File: src/rtl/mem_access_unit.sv
// Sub-word load/store sequencer in front of a 32-bit word-addressed data memory.
// Sub-word stores are read-modify-write; misaligned or illegal requests never touch memory.
module mem_access_unit (
  input  logic        clock,
  input  logic        reset,
  input  logic        req_valid,
  output logic        req_ready,
  input  logic        req_read,
  input  logic        req_write,
  input  logic [1:0]  req_size,
  input  logic        req_signed,
  input  logic [31:0] req_addr,
  input  logic [31:0] req_wdata,
  output logic        resp_valid,
  output logic [31:0] resp_rdata,
  output logic        resp_err,
  output logic [31:0] mem_addr,
  output logic [31:0] mem_wdata,
  output logic        mem_we,
  input  logic [31:0] mem_rdata
);

  typedef enum logic [2:0] {IDLE, RD, RD_WAIT, WR, RESP} state_e;

  state_e      state_q, state_d;
  logic [31:0] addr_q, addr_d;
  logic [15:0] wdata_q, wdata_d;
  logic [1:0]  size_q, size_d;
  logic        signed_q, signed_d;
  logic        write_q, write_d;
  logic [31:0] memWdata_q, memWdata_d;
  logic [31:0] respRdata_q, respRdata_d;
  logic        respErr_q, respErr_d;

  logic        reqErr;
  logic [7:0]  byteLane;
  logic [15:0] halfLane;
  logic [31:0] loadData;
  logic [31:0] mergeMask;
  logic [31:0] mergeRep;
  logic [31:0] mergedWord;

  assign req_ready  = (state_q == IDLE) && !reset;
  assign resp_valid = (state_q == RESP) && !reset;
  assign resp_rdata = respRdata_q;
  assign resp_err   = respErr_q;
  assign mem_addr   = {addr_q[31:2], 2'b00};
  assign mem_wdata  = memWdata_q;
  // The write already in WR completes on its edge even if reset is raised.
  assign mem_we     = (state_q == WR);

  assign reqErr = (req_size == 2'b11) ||
                  ((req_size == 2'b01) && req_addr[0]) ||
                  ((req_size == 2'b10) && (req_addr[1:0] != 2'b00)) ||
                  (req_read == req_write);

  always_comb begin
    byteLane = mem_rdata[7:0];
    case (addr_q[1:0])
      2'd0: byteLane = mem_rdata[7:0];
      2'd1: byteLane = mem_rdata[15:8];
      2'd2: byteLane = mem_rdata[23:16];
      2'd3: byteLane = mem_rdata[31:24];
      default: byteLane = mem_rdata[7:0];
    endcase
    halfLane = addr_q[1] ? mem_rdata[31:16] : mem_rdata[15:0];
    case (size_q)
      2'b00:   loadData = {{24{signed_q & byteLane[7]}}, byteLane};
      2'b01:   loadData = {{16{signed_q & halfLane[15]}}, halfLane};
      default: loadData = mem_rdata;
    endcase
  end

  always_comb begin
    if (size_q == 2'b00) begin
      mergeMask = 32'h0000_00FF << {addr_q[1:0], 3'b000};
      mergeRep  = {4{wdata_q[7:0]}};
    end else begin
      mergeMask = 32'h0000_FFFF << {addr_q[1], 4'b0000};
      mergeRep  = {2{wdata_q}};
    end
    mergedWord = (mem_rdata & ~mergeMask) | (mergeRep & mergeMask);
  end

  always_comb begin
    state_d     = state_q;
    addr_d      = addr_q;
    wdata_d     = wdata_q;
    size_d      = size_q;
    signed_d    = signed_q;
    write_d     = write_q;
    memWdata_d  = memWdata_q;
    respRdata_d = respRdata_q;
    respErr_d   = respErr_q;
    case (state_q)
      IDLE: begin
        if (req_valid) begin
          addr_d   = req_addr;
          wdata_d  = req_wdata[15:0];
          size_d   = req_size;
          signed_d = req_signed;
          write_d  = req_write;
          if (reqErr) begin
            respErr_d   = 1'b1;
            respRdata_d = 32'h0;
            state_d     = RESP;
          end else if (req_write && (req_size == 2'b10)) begin
            memWdata_d = req_wdata;
            state_d    = WR;
          end else begin
            state_d = RD;
          end
        end
      end
      RD: state_d = RD_WAIT;
      RD_WAIT: begin
        if (write_q) begin
          memWdata_d = mergedWord;
          state_d    = WR;
        end else begin
          respRdata_d = loadData;
          respErr_d   = 1'b0;
          state_d     = RESP;
        end
      end
      WR: begin
        respRdata_d = 32'h0;
        respErr_d   = 1'b0;
        state_d     = RESP;
      end
      RESP: state_d = IDLE;
      default: state_d = IDLE;
    endcase
  end

  always_ff @(posedge clock) begin
    if (reset) begin
      state_q     <= IDLE;
      addr_q      <= 32'h0;
      wdata_q     <= 16'h0;
      size_q      <= 2'b00;
      signed_q    <= 1'b0;
      write_q     <= 1'b0;
      memWdata_q  <= 32'h0;
      respRdata_q <= 32'h0;
      respErr_q   <= 1'b0;
    end else begin
      state_q     <= state_d;
      addr_q      <= addr_d;
      wdata_q     <= wdata_d;
      size_q      <= size_d;
      signed_q    <= signed_d;
      write_q     <= write_d;
      memWdata_q  <= memWdata_d;
      respRdata_q <= respRdata_d;
      respErr_q   <= respErr_d;
    end
  end

endmodule

File: config.mk
export PLATFORM = sky130hd
export DESIGN_NAME = mem_access_unit
export DESIGN_NICKNAME = d
export VERILOG_FILES = /design/src/rtl/mem_access_unit.sv
export SDC_FILE = /design/constraint.sdc
export NUM_CORES = 1
export LEC_CHECK = 0
export ABC_CLOCK_PERIOD_IN_PS = 2900
export BUFFER_PORTS_ARGS = -buffer_cell sky130_fd_sc_hd__clkbuf_2
export CAP_MARGIN = 10
export CORE_MARGIN = 1.5
export CORE_UTILIZATION = 50
export DETAILED_ROUTE_END_ITERATION = 8
export GPL_TIMING_DRIVEN = 0
export PLACE_DENSITY = 0.91
export SYNTH_ARGS = -nofsm -noshare
export SYNTH_HDL_FRONTEND = slang
export SYNTH_SLANG_ARGS = --single-unit
export TNS_END_PERCENT = 100
File: constraint.sdc
create_clock -name clock -period 2.9 [get_ports clock]
set_clock_uncertainty 0.05 [all_clocks]
set_input_delay 0.435 -clock clock [delete_from_list [all_inputs] [get_ports clock]]
set_output_delay 0.435 -clock clock [all_outputs]
set_load 0.05 [all_outputs]
==> run metrics, run 1 <==
Syn Inst Count 710; P_sw around 1400 uW; CTS tree yes; placed cell area 7020 um^2; min-delay worst type in -> reg; post-cts gate resize count 0; number of endpoints with negative hold slack in the final report 0; cts bufs inserted 17; cell chain of the critical path clkbuf_1 -> nor3b_2 -> buf_2 -> clkbuf_1 -> nand3_1 -> o2bb2ai_1; final wirelength 19.5 mm; post-place setup slack around 0.38 ns; Worst setup SP type flip-flop; area of all sequential standard cells 2400 um^2; Chip Width between 100 and 150 um; placeable core area 11400 um^2; Mapped Avg Cell Area 8.22 um^2; router iterations before antenna repair 6; switching power share of the total 0.307; number of synthesized flops with an enable pin 0; master cell of the clock root buffer clkbuf_16; master of the slowest instance on the critical path nor3b_2; postcts setup bufs 0; Diodes inserted 0; synthesis-stage register bit count 120; pin count of the biggest net entering global routing 17; run status finished, final reports clean; number of antenna violations at the first check in global routing 0; port buffer count 200; total DRC errors in the routed layout 0; RSZ-0062 raised after global routing no; stage delay of the slowest cell on the critical path 0.53 ns; portion of the clock cycle consumed by the worst path in the final layout 0.905; Slew @ Worst Pin 0.776 ns; Max Fclk 381 MHz; critical path data required time 3.19 ns; sequential cell fraction of total power 0.388; WP buf/inv 3; cell family contributing the most delay on the critical path buffers and inverters; maximum count of clock buffers along a single path 2; CTS H-Tree Depth 4; fin nets 1034; Critical Path Sink Type flip-flop; Power per Cell Area between 500 and 600 nW/um^2; Clock power frac 0.426; CTS clk-pin slew, worst paths ~0.060 ns; Initial DRC Count ~710; worst ir drop on vdd 0.325 mV; Fill cells 971; asr flop ratio synth 0; final weighted congestion in routability-driven placement 0.949; multi-input combinational cell area between 2000 and 3000 um^2; Post-DP HPWL 14.4 mm; final instance area 7560 um^2; num ports 204; ratio of cells with drive above 1 in the final layout 0.327; Setup Total Neg Slack 0 ns; Crit Path Category reg -> reg; crit-path most repeated cell clkbuf_1; Die Y 111 um; register area share after synthesis 0.412; Yosys cell types 50; total internal power 3140 uW; total die area 12300 um^2; arrival time at the worst endpoint approximately 2.9 ns; post-route minimum period roughly 2.6 ns; residual overflow from global routing 0; synth warn 0; Leak 0.00329 uW; Comb pwr share 0.186; effective utilization at floorplan 0.511; dominant register cell in the synthesized netlist dfxtp_1; number of slew-limit violations in the final report 0; largest fanout of any net on the critical path 10; Clock Latency Late Sink 0.42 ns; routed length per instance 18.0 um; post-detailed-route count of antenna-violating nets 0; detailed-route via count 6363; Slew HR 0.483; P&R area growth vs syn 29.5%; wire length of the first global-routing pass 30.5 mm; all-layer global routing usage 0.314; cts-stage hold buffer count 0; number of sinks on the clock net 120; number of global-route vias before repair between 5000 and 6000; max-cap check violation count 0; mean number of vias per cell 5.86; std cell rows 39; worst path setup slack after routing 0.275 ns; number of setup violations in the final report 0; post-synth design cell area 5840 um^2
==> routing by layer <==
metal / GRT usage / wire, um / vias to the layer above
met4: 0.177 / 1070 / 0
li1: - / - / 2930
met3: 0.0776 / 1830 / 106
met2: 0.491 / 8880 / 417
met1: 0.398 / 7750 / 2910
met5: 0 / 0 / -
==> per-stage QoR <==
step           hold WS [ns]  total power [uW]  std cells   util
2_1_floorplan         0.387              2350        711      -
4_1_cts               0.182              4520       1086  0.662
6_report              0.184              4530       1086  0.662
3_5_place_dp          0.397              2610       1054  0.615
3_3_place_gp          0.392              2590       1054  0.615
5_1_grt               0.178              4690       1086  0.662
==> worst register-to-register path, delay by kind of cell (launching register included) <==
family          cells  cell delay, ns
simple gates        2            0.87
buf+inv             3            1.07
compound gates      1            0.23
flops               1            0.33
==> cells in the mapped netlist (10+ instances only) <==
cell	instances	area, um^2
clkbuf_1	47	176
o21ai_0	23	115
a311oi_2	14	210
o221ai_1	17	149
a21oi_1	64	320
buf_4	33	248
nor3_1	13	65.1
inv_1	13	48.8
dfxtp_1	120	2400
mux2_2	10	113
nor2_1	81	304
nand2_1	134	503
o2bb2ai_1	30	263
==> area by class of cell <==
type,count,area share
multi-input combinational,486,0.381
sequential,120,0.318
timing repair buffer,200,0.132
buffer,92,0.0674
clock buffer,18,0.0568
tap,143,0.0237
clock inverter,14,0.0146
inverter,13,0.00645
==> power by group through the flow <==
stage / combinational (uW) / sequential, uW / clock [uW]
after floorplan: 523 / 1830 / 0
after global placement: 803 / 1790 / 0
after detailed placement: 817 / 1790 / 0
after CTS: 825 / 1760 / 1930
after global routing: 898 / 1770 / 2020
final: 842 / 1760 / 1930
==> flip-flops by register name, summed over array words and instances (netlist names) <==
register and flops:
size_q 2, write_q 1, mem_wdata 32, wdata_q 16
state_q 3, signed_q 1, resp_err 1, addr_q 32
resp_rdata 32
==> logic make-up after synthesis <==
kind of cell | count (synthesis) | share of synthesized area
multiplexers | 14 | 0.0262
AND/OR/NAND/NOR | 258 | 0.184
XOR/XNOR | 1 | 0.00150
other | 1 | 0.000642
AO/OA/AOI/OAI | 211 | 0.280
flip-flops | 120 | 0.412
buffers and inverters | 105 | 0.0956
==> path summary, 6_finish.rpt <==
check | from | cells after the start | slack [ns] | to
max | state_q[1] | 6 | 0.28 | resp_rdata[0]
min | req_addr[10] | 3 | 0.18 | addr_q[10]
max reg2reg | state_q[1] | 6 | 0.28 | resp_rdata[0]
min reg2reg | addr_q[27] | 2 | 0.40 | addr_q[27]
==> layout by cell type (no fill, tap or decap), types with 3 or more instances in the layout <==
master / count
a2111oi_1: 4
a211oi_1: 9
a21boi_0: 8
a21oi_1: 64
a311o_1: 4
a311oi_2: 14
a31o_1: 4
a31oi_1: 9
and2_1: 3
buf_1: 5
buf_4: 33
buf_6: 5
clkbuf_1: 48
clkbuf_16: 17
clkbuf_2: 200
clkinv_2: 8
clkinvlp_4: 3
dfxtp_1: 120
inv_1: 13
mux2_2: 10
mux2i_1: 4
nand2_1: 134
nand2b_1: 3
nand3_1: 9
nand3b_1: 4
nor2_1: 81
nor2b_1: 3
nor3_1: 13
o21ai_0: 23
o21ai_1: 3
o221ai_1: 17
o2bb2ai_1: 30
o41ai_2: 8
No activity file was read; power rests on OpenSTA's default activity.
==> inputs of run 2 (changes only) <==
--- a/config.mk
+++ b/config.mk
@@ -12,7 +12,7 @@
 export CORE_UTILIZATION = 50
 export DETAILED_ROUTE_END_ITERATION = 8
 export GPL_TIMING_DRIVEN = 0
-export PLACE_DENSITY = 0.91
+export PLACE_DENSITY = 0.89
 export SYNTH_ARGS = -nofsm -noshare
 export SYNTH_HDL_FRONTEND = slang
 export SYNTH_SLANG_ARGS = --single-unit
==> constraint.sdc (replaced) <==
create_clock -name clock -period 2.9 [get_ports clock]
set_clock_uncertainty 0.05 [all_clocks]
set_input_delay 0.58 -clock clock [delete_from_list [all_inputs] [get_ports clock]]
set_output_delay 0.58 -clock clock [all_outputs]
set_load 0.05 [all_outputs]
==> run metrics, run 2 (synthesis gave the netlist of run 1 again) <==
effective utilization at floorplan 0.511; mean number of vias per cell 5.76; placed instance count 1054; endpoint of the worst-slack reg-to-reg timing path resp_rdata[1]; Crit Path Category in -> out; wire length of the first global-routing pass between 30 and 40 mm; post-cts gate resize count 0; largest fanout of any net on the critical path 10; Slew HR 0.422; arrival time at the worst endpoint 2.14 ns; final instance area roughly 7700 um^2; post-detailed-route count of antenna-violating nets 0; cell chain of the critical path clkbuf_1 -> clkbuf_1 -> clkbuf_1 -> nor2_1 -> clkbuf_2; Setup Total Neg Slack 0 ns; std cell rows 39; worst flop-to-flop path startpoint state_q[1]; most frequent cells in the layout clkbuf_2 (200), nand2_1 (134), dfxtp_1 (120), nor2_1 (81), a21oi_1 (64); placed cell area 7030 um^2; cts-stage hold buffer count 0; Fill cells between 900 and 1000; number of sinks on the clock net 120; CTS H-Tree Depth 4; worst reg2reg setup slack 0.29 ns; router iterations before antenna repair 5; postcts setup bufs 0; master of the slowest instance on the critical path clkbuf_1; total power after layout around 4900 uW; multi-input combinational cell area 2890 um^2; master cell of the clock root buffer clkbuf_16; ratio of cells with drive above 1 in the final layout 0.328; number of slew-limit violations in the final report 0; Register-to-Register Path Depth 6; cts bufs inserted 17; CTS tree yes; crit-path most repeated cell clkbuf_1; detailed-route via count around 6300; Clock Latency Late Sink 0.43 ns; total DRC errors in the routed layout 0; worst min-delay path startpoint req_addr[28]; number of antenna violations at the first check in global routing 0; Chip Width 111 um; Leak 0.00333 uW; run status finished, final reports clean; most common cell after layout, fill and taps aside clkbuf_2; routed length per instance ~18 um; Hold Path Depth 3; area of all sequential standard cells 2400 um^2; final weighted congestion in routability-driven placement 0.973; number of setup violations in the final report 0; total die area 12300 um^2; Diodes inserted 0; Max Fclk 361 MHz; RSZ-0062 raised after global routing no; end of the worst hold path addr_q[28]; post-route minimum period 2.77 ns; portion of the clock cycle consumed by the worst path in the final layout 0.956; min-delay worst type in -> reg; worst ir drop on vdd 0.385 mV; final core utilization 0.671; Post-DP HPWL 14.3 mm; Power per Cell Area 635 nW/um^2; Slew @ Worst Pin 0.861 ns; port buffer count 200; CTS clk-pin slew, worst paths 0.06 ns; final wirelength ~19 mm; critical path data required time 2.27 ns; max-cap check violation count 0; Critical Path Sink Type output port; num ports around 200; maximum count of clock buffers along a single path 2; stage delay of the slowest cell on the critical path 0.52 ns; pin count of the biggest net entering global routing 17; number of endpoints with negative hold slack in the final report 0; number of global-route vias before repair 5857; placeable core area 11400 um^2; all-layer global routing usage 0.310; Die Y 111 um; Initial DRC Count ~560; Worst setup SP type input port; P&R area growth vs syn 31.2%; residual overflow from global routing 0; fin nets about 1000; number of cells in the finished layout apart from fillers between 1000 and 1500
==> run 2: final cells by class <==
class                           instances  area share
Clock buffer                           20      0.0597
Timing Repair Buffer                  200       0.131
Inverter                               13     0.00637
Sequential cell                       120       0.314
Multi-Input combinational cell        486       0.377
Buffer                                 92      0.0665
Tap cell                              143      0.0234
Clock inverter                         12      0.0226
==> run 2: worst max path at each step <==
stage | startpoint | end | depth (start not counted)
final | reset | req_ready | 5
after global routing | reset | req_ready | 5
after CTS | reset | req_ready | 5
after detailed placement | reset | req_ready | 5
after global placement | reset | req_ready | 5
after floorplan | reset | req_ready | 4
==> run 2: per-layer routing <==
| metal | GRT usage | up-vias | part of all wire |
|---|---|---|---|
| li1 | - | 2924 | - |
| met1 | 0.398 | 2893 | 0.41 |
| met2 | 0.493 | 367 | 0.46 |
| met3 | 0.0683 | 74 | 0.088 |
| met4 | 0.159 | 0 | 0.044 |
| met5 | 0 | - | 0 |
==> run 2: worst max-delay path, delay by kind of cell <==
family        cells  cell delay [ns]
simple gates      1             0.10
buf+inv           4             1.46
==> run 2: per-stage QoR <==
step	setup slack, ns	hold slack [ns]
after CTS	0.178	0.320
final	0.129	0.323
after global placement	0.182	0.392
after floorplan	0.398	0.387
after global routing	0.0128	0.331
after detailed placement	0.172	0.397
==> run 2: power by group <==
group / total (uW) / switching [uW] / internal [uW]
combinational: 838 / 574 / 264
clock: 2260 / 785 / 1480
sequential: 1760 / 42.5 / 1720
